===== config.mk =====
export PLATFORM = sky130hd
export DESIGN_NAME = ysyx_23060201_ifu_hs
export DESIGN_NICKNAME = d
export VERILOG_FILES = /design/src/rtl/ysyx_23060201_ifu_hs.sv
export SDC_FILE = /design/constraint.sdc
export NUM_CORES = 1
export LEC_CHECK = 0
export ABC_AREA = 1
export BUFFER_PORTS_ARGS = -buffer_cell sky130_fd_sc_hd__buf_2
export CAP_MARGIN = 0
export CORE_AREA = 2 2 126 128
export DETAILED_ROUTE_END_ITERATION = 16
export DIE_AREA = 0 0 128 130
export GPL_ROUTABILITY_DRIVEN = 1
export GPL_TIMING_DRIVEN = 0
export PLACE_DENSITY = 0.77
export SLEW_MARGIN = 15
export SYNTH_ARGS = -nofsm -noshare
export SYNTH_HDL_FRONTEND = slang
export SYNTH_SLANG_ARGS = --single-unit

===== constraint.sdc =====
create_clock -name clk -period 4.3 [get_ports clk]
set_input_delay 0.43 -clock clk [delete_from_list [all_inputs] [get_ports clk]]
set_output_delay 0.43 -clock clk [all_outputs]
set_load 0.005 [all_outputs]

===== src/rtl/ysyx_23060201_ifu_hs.sv =====
// Instruction fetch unit: one-outstanding memory request handshake feeding a small instruction FIFO.
// Optional feature: define IFU_ACCESS_FAULT_EN to record access faults and halt fetch until a redirect.
module ysyx_23060201_ifu_hs #(
    parameter int                    ADDR_WIDTH = 32,
    parameter int                    DATA_WIDTH = 32,
    parameter logic [ADDR_WIDTH-1:0] RESET_PC   = 32'h8000_0000,
    parameter int                    FIFO_DEPTH = 2
) (
    input  logic                  clk,
    input  logic                  rst,
    input  logic                  jump_en,
    input  logic [ADDR_WIDTH-1:0] dnpc,
    output logic                  req_valid,
    input  logic                  req_ready,
    output logic [ADDR_WIDTH-1:0] req_addr,
    input  logic                  rsp_valid,
    input  logic [DATA_WIDTH-1:0] rsp_data,
    input  logic                  rsp_err,
    output logic                  out_valid,
    input  logic                  out_ready,
    output logic [ADDR_WIDTH-1:0] out_pc,
    output logic [DATA_WIDTH-1:0] out_inst,
    output logic                  out_fault
);

    localparam int PTR_W = (FIFO_DEPTH > 1) ? $clog2(FIFO_DEPTH) : 1;
    localparam int CNT_W = PTR_W + 1;

    typedef enum logic [1:0] {
        S_REQ,
        S_WAIT,
        S_DROP,
        S_HALT
    } state_t;

    state_t                  state;
    state_t                  state_nxt;
    logic [ADDR_WIDTH-1:0]   fetch_pc;

    logic [ADDR_WIDTH-1:0]   fifo_pc   [FIFO_DEPTH];
    logic [DATA_WIDTH-1:0]   fifo_inst [FIFO_DEPTH];
    logic [PTR_W-1:0]        head;
    logic [PTR_W-1:0]        tail;
    logic [CNT_W-1:0]        count;

    logic                    fifo_full;
    logic                    push;
    logic                    pop;
    logic                    rsp_fault;

    assign fifo_full = (count == CNT_W'(FIFO_DEPTH));

    // Requests are masked while rst is high because the async-reset state alone would already read S_REQ.
    assign req_valid = !rst && (state == S_REQ) && !fifo_full && !jump_en;
    assign req_addr  = fetch_pc;

    // A response arriving together with a redirect belongs to the old path and is never pushed.
    assign push      = (state == S_WAIT) && rsp_valid && !jump_en;
    assign out_valid = (count != '0);
    assign pop       = out_valid && out_ready;

    assign out_pc    = out_valid ? fifo_pc[head]   : '0;
    assign out_inst  = out_valid ? fifo_inst[head] : '0;

`ifdef IFU_ACCESS_FAULT_EN
    logic fifo_fault [FIFO_DEPTH];

    assign rsp_fault = rsp_err;
    assign out_fault = out_valid && fifo_fault[head];

    always_ff @(posedge clk) begin
        if (push) begin
            fifo_fault[tail] <= rsp_fault;
        end
    end
`else
    logic unused_rsp_err;

    assign unused_rsp_err = rsp_err;
    assign rsp_fault      = 1'b0;
    assign out_fault      = 1'b0;
`endif

    always_ff @(posedge clk or posedge rst) begin
        if (rst) begin
            state <= S_REQ;
        end else begin
            state <= state_nxt;
        end
    end

    // NOTE: every combinational output gets a default before the case so no path leaves it unassigned (no latch).
    always_comb begin
        state_nxt = state;
        case (state)
            S_REQ: begin
                if (!jump_en && req_valid && req_ready) begin
                    state_nxt = S_WAIT;
                end
            end
            S_WAIT: begin
                if (rsp_valid) begin
                    state_nxt = (!jump_en && rsp_fault) ? S_HALT : S_REQ;
                end else if (jump_en) begin
                    state_nxt = S_DROP;
                end
            end
            S_DROP: begin
                // The stale beat is swallowed; a further redirect here only retargets fetch_pc.
                if (rsp_valid) begin
                    state_nxt = S_REQ;
                end
            end
            S_HALT: begin
                if (jump_en) begin
                    state_nxt = S_REQ;
                end
            end
            default: state_nxt = S_REQ;
        endcase
    end

    always_ff @(posedge clk or posedge rst) begin
        if (rst) begin
            fetch_pc <= RESET_PC;
        end else if (jump_en) begin
            fetch_pc <= dnpc;
        end else if (push) begin
            fetch_pc <= fetch_pc + ADDR_WIDTH'(4);
        end
    end

    always_ff @(posedge clk or posedge rst) begin
        if (rst) begin
            head  <= '0;
            tail  <= '0;
            count <= '0;
        end else if (jump_en) begin
            head  <= '0;
            tail  <= '0;
            count <= '0;
        end else begin
            if (push) begin
                tail <= tail + PTR_W'(1);
            end
            if (pop) begin
                head <= head + PTR_W'(1);
            end
            case ({push, pop})
                2'b10:   count <= count + CNT_W'(1);
                2'b01:   count <= count - CNT_W'(1);
                default: count <= count;
            endcase
        end
    end

    // NOTE: the storage array has no reset; entries are only observed through out_valid, which is reset.
    always_ff @(posedge clk) begin
        if (push) begin
            fifo_pc[tail]   <= fetch_pc;
            fifo_inst[tail] <= rsp_data;
        end
    end

endmodule


==> results by group, run 1 <==
Placed design
  • Post-detail-place hpwl: 12.7 mm
  • Dpl ws: 1.91 ns
  • IO buf count: 166
  • Routability cong.: 0.874
  • DP Cell Count: 1,128

Global route
  • Largest net degree at the start of global routing: 32
  • Antenna violations before repair: 1
  • First-pass GRT wire length: 27.4 mm
  • Vias in the first global route: 5,499
  • Gr usage total: 0.218
  • GR Overflow Total: 0

Floorplan
  • Die W: 128 microns
  • Die Y: 130 microns
  • Core box area: 15,400 sq um
  • Row count: 46
  • Initial Util: 0.479
  • DIE AREA: 16,600 sq um
  • Top Ports: 170

Worst setup path
  • Crit Path Max Fanout: 10
  • Worst Setup Path Type: reg2out
  • R2R depth: 7
  • Worst flop-to-flop path endpoint: fifo_inst[0][28]
  • Startpoint types: flop
  • CP endpoint kind: primary output
  • Worst EP required: 3.87 ns
  • R2R Setup Slk: 1.96 ns
  • Worst R2R Start: state[1]
  • Arrival @ worst endpoint: 2.17 ns

Synth
  • Yosys warns: 0
  • Synth top area share: 0.520
  • Mapped Area: 7390 sq um
  • Library cells used by synthesis: 32
  • EDFF count, synth: 128
  • Synth top area cells: edfxtp_1 52%, nand2_1 14%, dfrtp_1 13%
  • Mean area per synthesized cell: 9.66 sq um
  • Sequential area share after synthesis: 0.649
  • Asr flop ratio synth: 0.229
  • Main synth FF type: edfxtp_1
  • Synth Instances: 765
  • Largest area contributor in the netlist: edfxtp_1
  • Yosys reg bits: 166
  • Mapped Nets: 837
  • Most frequent cells after synthesis: 278 x nand2_1, 128 x edfxtp_1, 82 x nor2_1, 76 x a21oi_1, 40 x inv_1
  • Most common cell in the netlist: nand2_1

Route
  • Iter 0 DRT Violations: 440
  • Pre-antenna DRT Iters: 5
  • Final wirelength: 18.1 mm
  • Routed vias/inst: 5.09
  • Drt wl/cell: 15.5 microns
  • Vias: 5,910
  • Drt drc: 0
  • Routed Antenna Nets: 0

Timing
  • Final Hold Vio Count: 0
  • Slew Limit Fails: 0
  • Max-slew headroom at the worst pin: 0.532
  • Final period utilization: 0.605
  • Fmax: 384 MHz
  • Setup TNS: 0 ns
  • RSZ-0062 raised after global routing: false
  • Skew final: 0.0123 ns
  • PnR worst setup slack: 1.70 ns
  • Period minus WS final: 2.60 ns
  • Final hold slack: 0.193 ns
  • Worst slew pin tran: 0.702 ns
  • Final setup violation count: 0

Min path
  • Hold Crit Depth: 3
  • Hold Path End: state[0]
  • Hold path startpoint: req_ready
  • HP Class: in2reg

Finish
  • # fillers: 1,301
  • Multi-input gate area: 2290 sq um
  • Nets: 1,028
  • Area delta synth->final: 24.5%
  • FF+latch area: 4800 sq um
  • Fin cells: 1,162
  • Fraction of layout instances using a drive strength above 1: 0.256

Clocking
  • CTS Buf Count: 17
  • Sink Count: 166
  • Clk_lat worst skew: 0.42 ns
  • Max Buffers Root-to-Sink: 2
  • Root buf cell: clkbuf_16
  • Clock-pin slew on the worst setup and hold paths: 0.07 ns
  • Number of H-tree levels: 4
  • CTS tree: done

Pwr
  • LEAKAGE: 0.00395 uW
  • Maximum VDD drop: 0.273 mV
  • Pwr/cell area: 495 nW/um^2
  • Comb pwr share: 0.237
  • Reg power frac: 0.423
  • Clock power frac: 0.340
  • NetSw: 1400 uW
  • Sw Ratio: 0.308
  • Int Pwr: 3150 uW

Run
  • Max-cap violation count: 0

Outcome
  • Status: completed
[registers in the layout (all words and copies together) (netlist names)]
name and cells:
req_addr 32, fifo_inst 64, head 1, fifo_pc 64
tail 1, count 2, state 2
[area by class of cell]
| cell class | instances | area share |
|---|---|---|
| Sequential cell | 166 | 0.521 |
| Multi-Input combinational cell | 524 | 0.248 |
| Timing Repair Buffer | 172 | 0.103 |
| Clock buffer | 18 | 0.0466 |
| Tap cell | 192 | 0.0261 |
| Clock inverter | 14 | 0.0189 |
| Buffer | 33 | 0.0184 |
| Inverter | 42 | 0.0171 |
| Antenna cell | 1 | 0.000272 |
[per-layer routing]
metal / GRT usage / vias to the layer above / part of all wire
li1: - / 2923 / -
met1: 0.271 / 2770 / 0.41
met2: 0.373 / 196 / 0.50
met3: 0.0603 / 21 / 0.072
met4: 0.0705 / 0 / 0.015
met5: 0 / - / 0
[power by group through the flow]
stage | Sequential, uW | Clock, uW | Combinational [uW]
finish | 1930 | 1550 | 1080
global route | 1940 | 1640 | 1220
CTS | 1930 | 1570 | 1100
detailed placement | 1960 | 0 | 1090
global placement | 1960 | 0 | 1060
floorplan | 1930 | 0 | 590
[stage by stage]
step	util	cell area (sq um)	power (uW)
after floorplan	-	7390	2520
after global placement	0.549	8460	3020
after detailed placement	0.557	8590	3050
after CTS	0.596	9200	4590
after global routing	0.597	9200	4800
final	0.597	9200	4560
[layout by cell type (no fill, tap or decap), drive strengths merged, types with 2 or more instances in the layout]
cell | netlist | routed
nand2 | 281 | 281
buf | 24 | 195
edfxtp | 128 | 128
nor2 | 93 | 93
a21oi | 76 | 76
inv | 42 | 47
nand3 | 39 | 39
dfrtp | 37 | 37
clkbuf | 9 | 27
o21ai | 17 | 17
clkinv | 0 | 4
xor2 | 3 | 3
bufinv | 0 | 3
xnor2 | 2 | 2
o21bai | 2 | 2
clkinvlp | 0 | 2
[worst max-delay path: stages (launching register included)]
cell and delay [ns]:
dfrtp_1 0.41, nor2_1 0.19, clkbuf_1 0.57, buf_2 0.36
a21oi_1 0.08, buf_2 0.13
[worst max path at each step]
stage | slack (ns) | start | end
after global routing | 1.54 | count[0] | out_pc[6]
after global placement | -1.38 | rsp_valid | fifo_inst[0][6]
after detailed placement | 1.91 | rsp_valid | fifo_inst[0][4]
final | 1.70 | count[1] | out_inst[3]
after CTS | 1.65 | count[1] | out_inst[29]
after floorplan | 0.33 | jump_en | fifo_inst[0][0]
[cells by family after synthesis]
| logic type | synth area share |
|---|---|
| simple gates | 0.229 |
| flops | 0.649 |
| compound gates | 0.0704 |
| buf+inv | 0.0442 |
| xor+xnor | 0.00592 |
| fa+ha+maj | 0.00169 |
| other cells | 0.000507 |
[timing repair]
action                                 in CTS  in global routing
endpoints found under the hold margin       7                  0
setup buffers                               0                  0
hold buffers                                1                  0
gates resized for setup                     0                  0
(Power assumes the default switching activity.)
==> run 2, diff against run 1 <==
--- a/config.mk
+++ b/config.mk
@@ -5,15 +5,15 @@
 export SDC_FILE = /design/constraint.sdc
 export NUM_CORES = 1
 export LEC_CHECK = 0
-export ABC_AREA = 1
+export ABC_AREA = 0
 export BUFFER_PORTS_ARGS = -buffer_cell sky130_fd_sc_hd__buf_2
 export CAP_MARGIN = 0
-export CORE_AREA = 2 2 126 128
+export CORE_AREA = 2 2 123 125
 export DETAILED_ROUTE_END_ITERATION = 16
-export DIE_AREA = 0 0 128 130
+export DIE_AREA = 0 0 125 127
 export GPL_ROUTABILITY_DRIVEN = 1
 export GPL_TIMING_DRIVEN = 0
-export PLACE_DENSITY = 0.77
+export PLACE_DENSITY = 0.79
 export SLEW_MARGIN = 15
 export SYNTH_ARGS = -nofsm -noshare
 export SYNTH_HDL_FRONTEND = slang
==> constraint.sdc (replaced) <==
create_clock -name clk -period 2.24 [get_ports clk]
set_input_delay 0.224 -clock clk [delete_from_list [all_inputs] [get_ports clk]]
set_output_delay 0.224 -clock clk [all_outputs]
set_load 0.005 [all_outputs]
==> run 2 against run 1 <==
Effect of this change: clock skew decreased by 0.0023 ns; sequential power increased by 83%; power increased by 56%; cell count decreased by 21%; critical path type unchanged; largest power group unchanged; highest routed layer unchanged.
==> results by group, run 2 <==
Floorplan
  • Core box area: 14,400 sq um
  • Die Y: 127 microns
  • Top Ports: 170
  • Die W: 125 microns
  • Initial Util: 0.478
  • Row count: 44
  • DIE AREA: 15,900 sq um

Timing
  • Period minus WS final: 2.15 ns
  • Setup TNS: 0 ns
  • Max-slew headroom at the worst pin: 0.503
  • Final setup violation count: 0
  • Final Hold Vio Count: 0
  • Skew final: 0.0100 ns
  • Final period utilization: 0.962
  • Worst slew pin tran: 0.746 ns
  • Slew Limit Fails: 0
  • RSZ-0062 raised after global routing: false
  • Fmax: 464 MHz

Synth
  • Mapped Nets: 564
  • Synth top area cells: edfxtp_1 56%, dfrtp_1 13%, mux2i_1 9.7%
  • Yosys warns: 0
  • Mapped Area: 6900 sq um
  • Mean area per synthesized cell: 14.0 sq um
  • Most frequent cells after synthesis: 128 x edfxtp_1, 75 x nor2_1, 67 x mux2i_1, 39 x nand2_1, 37 x dfrtp_1
  • Main synth FF type: edfxtp_1
  • Yosys reg bits: 166
  • Most common cell in the netlist: edfxtp_1
  • Asr flop ratio synth: 0.229
  • Sequential area share after synthesis: 0.695
  • Library cells used by synthesis: 38
  • Largest area contributor in the netlist: edfxtp_1
  • Synth top area share: 0.557
  • EDFF count, synth: 128
  • Synth Instances: 492

Finish
  • Final Cell Area: 9090 sq um
  • Area delta synth->final: 31.7%
  • Fraction of layout instances using a drive strength above 1: 0.326
  • Commonest cells after routing, fill and taps aside: 176 x buf_2, 128 x edfxtp_1, 75 x nor2_1
  • Final Util: 0.630
  • Leading cell type in the layout, fill and taps excluded: buf_2
  • Nets: 790
  • Antenna diode count: 0

Pwr
  • LEAKAGE: 0.00358 uW
  • Pwr/cell area: 784 nW/um^2
  • Maximum VDD drop: 0.499 mV

Placed design
  • IO buf count: 167
  • Area post-placement: 8100 sq um
  • Routability cong.: 0.820
  • Post-detail-place hpwl: 10.8 mm

Worst setup path
  • Worst R2R Start: state[1]
  • R2R Setup Slk: 0.16 ns
  • CP endpoint kind: primary output
  • Startpoint types: flop
  • Worst Setup Path Type: reg2out
  • Arrival @ worst endpoint: 1.93 ns
  • Crit Path Max Fanout: 10
  • Worst EP required: 2.02 ns
  • Setup crit start: head

Global route
  • Largest net degree at the start of global routing: 41
  • GR Overflow Total: 0
  • Vias in the first global route: 4,607
  • Antenna violations before repair: 0
  • Gr usage total: 0.195
  • First-pass GRT wire length: 23.8 mm

Route
  • Vias: 4,723
  • Routed vias/inst: 5.16
  • Drt drc: 0
  • Routed Antenna Nets: 0
  • Iter 0 DRT Violations: 276
  • Pre-antenna DRT Iters: 4
  • Final wirelength: 15.5 mm
  • Drt wl/cell: 16.9 microns

Min path
  • HP Class: in2reg
  • Hold path startpoint: dnpc[3]

Clocking
  • Clk_lat worst skew: 0.42 ns
  • CTS tree: done
  • Clock-pin slew on the worst setup and hold paths: 0.06 ns
  • Number of H-tree levels: 4
  • CTS Buf Count: 17
  • Root buf cell: clkbuf_16
  • Sink Count: 166
  • Max Buffers Root-to-Sink: 2

Outcome
  • Status: completed

Run
  • Max-cap violation count: 0
==> run 2: path summary, 6_finish.rpt <==
check,cells past startpoint,endpoint
min in group asynchronous,3,state[1]
max in group asynchronous,4,req_addr[17]
worst max register to register,4,fifo_pc[1][21]
worst max-delay path,5,out_pc[14]
worst min register to register,0,fifo_pc[0][1]
worst min-delay path,3,req_addr[3]
==> run 2: cell type report <==
| type | count | area (sq um) |
|---|---|---|
| inverter | 3 | 11.3 |
| timing repair buffer | 207 | 1300 |
| clock buffer | 18 | 429 |
| buffer | 25 | 120 |
| clock inverter | 14 | 206 |
| tap | 184 | 230 |
| fill | 1094 | 5340 |
| sequential | 166 | 4800 |
| multi-input combinational | 298 | 2000 |
==> run 2: power by group <==
part           internal (uW)  switching [uW]  total, uW
Sequential              3420             114       3530
Clock                   1970            1140       3110
Combinational            240             238        477
Total                   5630            1490       7120
==> run 2: logic make-up (layout without fill, tap and decap cells) <==
family / Yosys count / in the layout / synth area share
flip-flops: 166 / 166 / 0.695
AND/OR/NAND/NOR: 161 / 161 / 0.116
XOR/XNOR: 32 / 32 / 0.0406
adder cells (fa/ha/maj): 1 / 1 / 0.00181
buffers and inverters: 28 / 267 / 0.0176
multiplexers: 70 / 70 / 0.102
other: 1 / 1 / 0.000544
AO/OA/AOI/OAI: 33 / 33 / 0.0256
==> run 2: what timing repair did <==
item                                    in CTS  in global routing
hold buffers                                34                  0
endpoints found under the setup margin      60                 50
hold endpoints to repair                    82                  0
setup buffers                                0                  0
resized for setup                            2                  6
gates cloned                                 0                  0
==> run 2: worst max-delay path: stages, from the launching register on <==
cell	delay (ns)
dfrtp_1	0.35
buf_2	0.32
buf_2	0.37
mux2i_1	0.27
nor2_1	0.06
buf_2	0.13
==> run 2: stage by stage <==
| step | std cells | power [uW] | hold slack [ns] | worst slack [ns] |
|---|---|---|---|---|
| 4_1_cts | 915 | 7160 | 0.000695 | 0.00291 |
| 5_1_grt | 915 | 7330 | 0.0192 | 0.0136 |
| 2_1_floorplan | 492 | 3780 | 0.323 | -0.383 |
| 6_report | 915 | 7120 | 0.0105 | 0.0862 |
| 3_3_place_gp | 843 | 4000 | 0.414 | -1.58 |
| 3_5_place_dp | 849 | 4030 | 0.274 | 0.0170 |
==> run 2: per-layer routing <==
layer  routed length, microns  global-route usage  vias to the layer above  share of wire
met5                        0                   0                        -              0
met4                      357              0.0830                        0          0.023
met3                      915              0.0406                       29          0.059
li1                         -                   -                     2236              -
met2                     7680               0.332                      180           0.50
met1                     6510               0.244                     2278           0.42
==> run 3, diff against run 2 <==
--- a/config.mk
+++ b/config.mk
@@ -8,12 +8,13 @@
 export ABC_AREA = 0
 export BUFFER_PORTS_ARGS = -buffer_cell sky130_fd_sc_hd__buf_2
 export CAP_MARGIN = 0
-export CORE_AREA = 2 2 123 125
+export CORE_AREA = 2 2 122 124
+export CTS_BUF_LIST = sky130_fd_sc_hd__clkbuf_4 sky130_fd_sc_hd__clkbuf_8
 export DETAILED_ROUTE_END_ITERATION = 16
-export DIE_AREA = 0 0 125 127
+export DIE_AREA = 0 0 124 126
 export GPL_ROUTABILITY_DRIVEN = 1
 export GPL_TIMING_DRIVEN = 0
-export PLACE_DENSITY = 0.79
+export PLACE_DENSITY = 0.8
 export SLEW_MARGIN = 15
 export SYNTH_ARGS = -nofsm -noshare
 export SYNTH_HDL_FRONTEND = slang
==> run 3 against run 2 <==
Effect of this change: non-clock buffer count grew 25; cell count grew 2.7%; via count rose by 1.6%; utilization grew 0.64 points; register-to-register slack got worse by 0.05 ns; worst hold slack gained 0.016 ns; die area fell by 1.6%; combinational power rose by 8.2%; critical path type is now reg2reg; largest cell class unchanged; largest power group unchanged.
==> results by group, run 3 (synthesis results as in run 2) <==
Timing
  • Slew Limit Fails: 0
  • Setup TNS: 0 ns
  • Max-slew headroom at the worst pin: 0.501
  • RSZ-0062 raised after global routing: false
  • Final Hold Vio Count: 0
  • Period minus WS final: 2.13 ns
  • Final setup violation count: 0
  • Fmax: 469 MHz
  • Skew final: 0.00869 ns
  • Worst slew pin tran: 0.748 ns
  • Final period utilization: 0.953

Pwr
  • Comb pwr share: 0.083
  • NetSw: 1390 uW
  • Pwr/cell area: 681 nW/um^2
  • Int Pwr: 4810 uW
  • Maximum VDD drop: 0.387 mV
  • Reg power frac: 0.569
  • Clock power frac: 0.348
  • LEAKAGE: 0.00359 uW
  • Sw Ratio: 0.225

Placed design
  • IO buf count: 167
  • DP Cell Count: 849
  • Post-detail-place hpwl: 11.0 mm
  • Routability cong.: 0.803
  • Area post-placement: 8100 sq um

Finish
  • Final Cell Area: 9110 sq um
  • Nets: 815
  • Fin cells: 940
  • FF+latch area: 4800 sq um
  • Area delta synth->final: 32.1%
  • # fillers: 1,092
  • Fraction of layout instances using a drive strength above 1: 0.317
  • Antenna diode count: 0
  • Final Util: 0.636
  • Commonest cells after routing, fill and taps aside: 177 x buf_2, 128 x edfxtp_1, 75 x nor2_1
  • Leading cell type in the layout, fill and taps excluded: buf_2
  • Multi-input gate area: 2000 sq um

Worst setup path
  • Arrival @ worst endpoint: 2.26 ns
  • Startpoint types: flop
  • Worst Setup Path Type: reg2reg
  • Crit Path Max Fanout: 33
  • Setup crit start: state[1]
  • Worst EP required: 2.37 ns
  • CP endpoint kind: flop
  • Worst R2R Start: state[1]

Route
  • Vias: 4,799
  • Pre-antenna DRT Iters: 5
  • Drt drc: 0
  • Final wirelength: 15.9 mm
  • Met2 wire length: 7.96 mm
  • Iter 0 DRT Violations: 333
  • Routed Antenna Nets: 0
  • DR top layer: met4
  • Drt wl/cell: 16.9 microns
  • Routed vias/inst: 5.11
  • Wl on met1: 6.39 mm
  • Met3 wire len: 1.08 mm

Global route
  • Antenna violations before repair: 0
  • Largest net degree at the start of global routing: 34
  • Vias in the first global route: 4,889
  • GR Overflow Total: 0
  • First-pass GRT wire length: 24.2 mm
  • Gr usage total: 0.206

Clocking
  • CTS tree: done
  • CTS Buf Count: 17
  • Root buf cell: clkbuf_8
  • Max Buffers Root-to-Sink: 2
  • Clk_lat worst skew: 0.44 ns
  • Sink Count: 166
  • Buffer count from post-CTS setup fixing: 0
  • Clock-pin slew on the worst setup and hold paths: 0.08 ns
  • Number of H-tree levels: 4

Floorplan
  • Die Y: 126 microns
  • Top Ports: 170
  • Core box area: 14,300 sq um
  • Row count: 44
  • Die W: 124 microns
  • Initial Util: 0.482
  • DIE AREA: 15,600 sq um

Run
  • Max-cap violation count: 0

Min path
  • Hold path startpoint: dnpc[10]
  • HP Class: in2reg

Outcome
  • Status: completed
[run 3: layer usage]
metal  global-route usage  up-vias
met1                0.244     2307
met3               0.0516       34
met4               0.0866        0
li1                     -     2276
met5                    0        -
met2                0.357      182
[run 3: repair_timing]
item,in CTS,in global routing
hold buffers,59,0
gates resized for setup,5,3
hold endpoints to repair,107,0
endpoints found under the setup margin,60,22
[run 3: cell type report]
class / instances / share of cell area
Sequential cell: 166 / 0.527
Multi-Input combinational cell: 298 / 0.219
Timing Repair Buffer: 232 / 0.170
Clock buffer: 19 / 0.0273
Tap cell: 184 / 0.0253
Clock inverter: 13 / 0.0172
Buffer: 25 / 0.0135
Inverter: 3 / 0.00124
[run 3: critical path, stage by stage, from the launching register on]
cell and delay [ns]:
dfrtp_1 0.43, and3b_1 0.23, clkbuf_1 0.29, and3_4 0.56, buf_12 0.28
[run 3: per-stage QoR]
stage	hold slack (ns)	total power (uW)	worst slack [ns]
floorplan	0.323	3780	-0.383
global placement	0.414	3990	-1.59
global route	0.0127	6460	0.00139
finish	0.0268	6200	0.106
detailed placement	0.281	4030	-0.100
CTS	0.000738	6260	0.00633
[run 3: power by group through the flow]
stage	clock [uW]	sequential, uW	combinational (uW)
finish	2160	3530	516
global route	2350	3540	567
CTS	2210	3530	518
detailed placement	0	3590	436
global placement	0	3590	404
floorplan	0	3570	204
[run 3: path summary, 6_finish.rpt]
kind,endpoint,slack (ns),depth (start not counted)
max in group asynchronous,req_addr[14],1.42,4
setup / recovery,fifo_inst[1][29],0.11,4
setup reg to reg,fifo_inst[1][29],0.11,4
hold reg to reg,fifo_pc[0][0],0.51,0
hold / removal,req_addr[10],0.03,3
min in group asynchronous,state[0],0.34,3
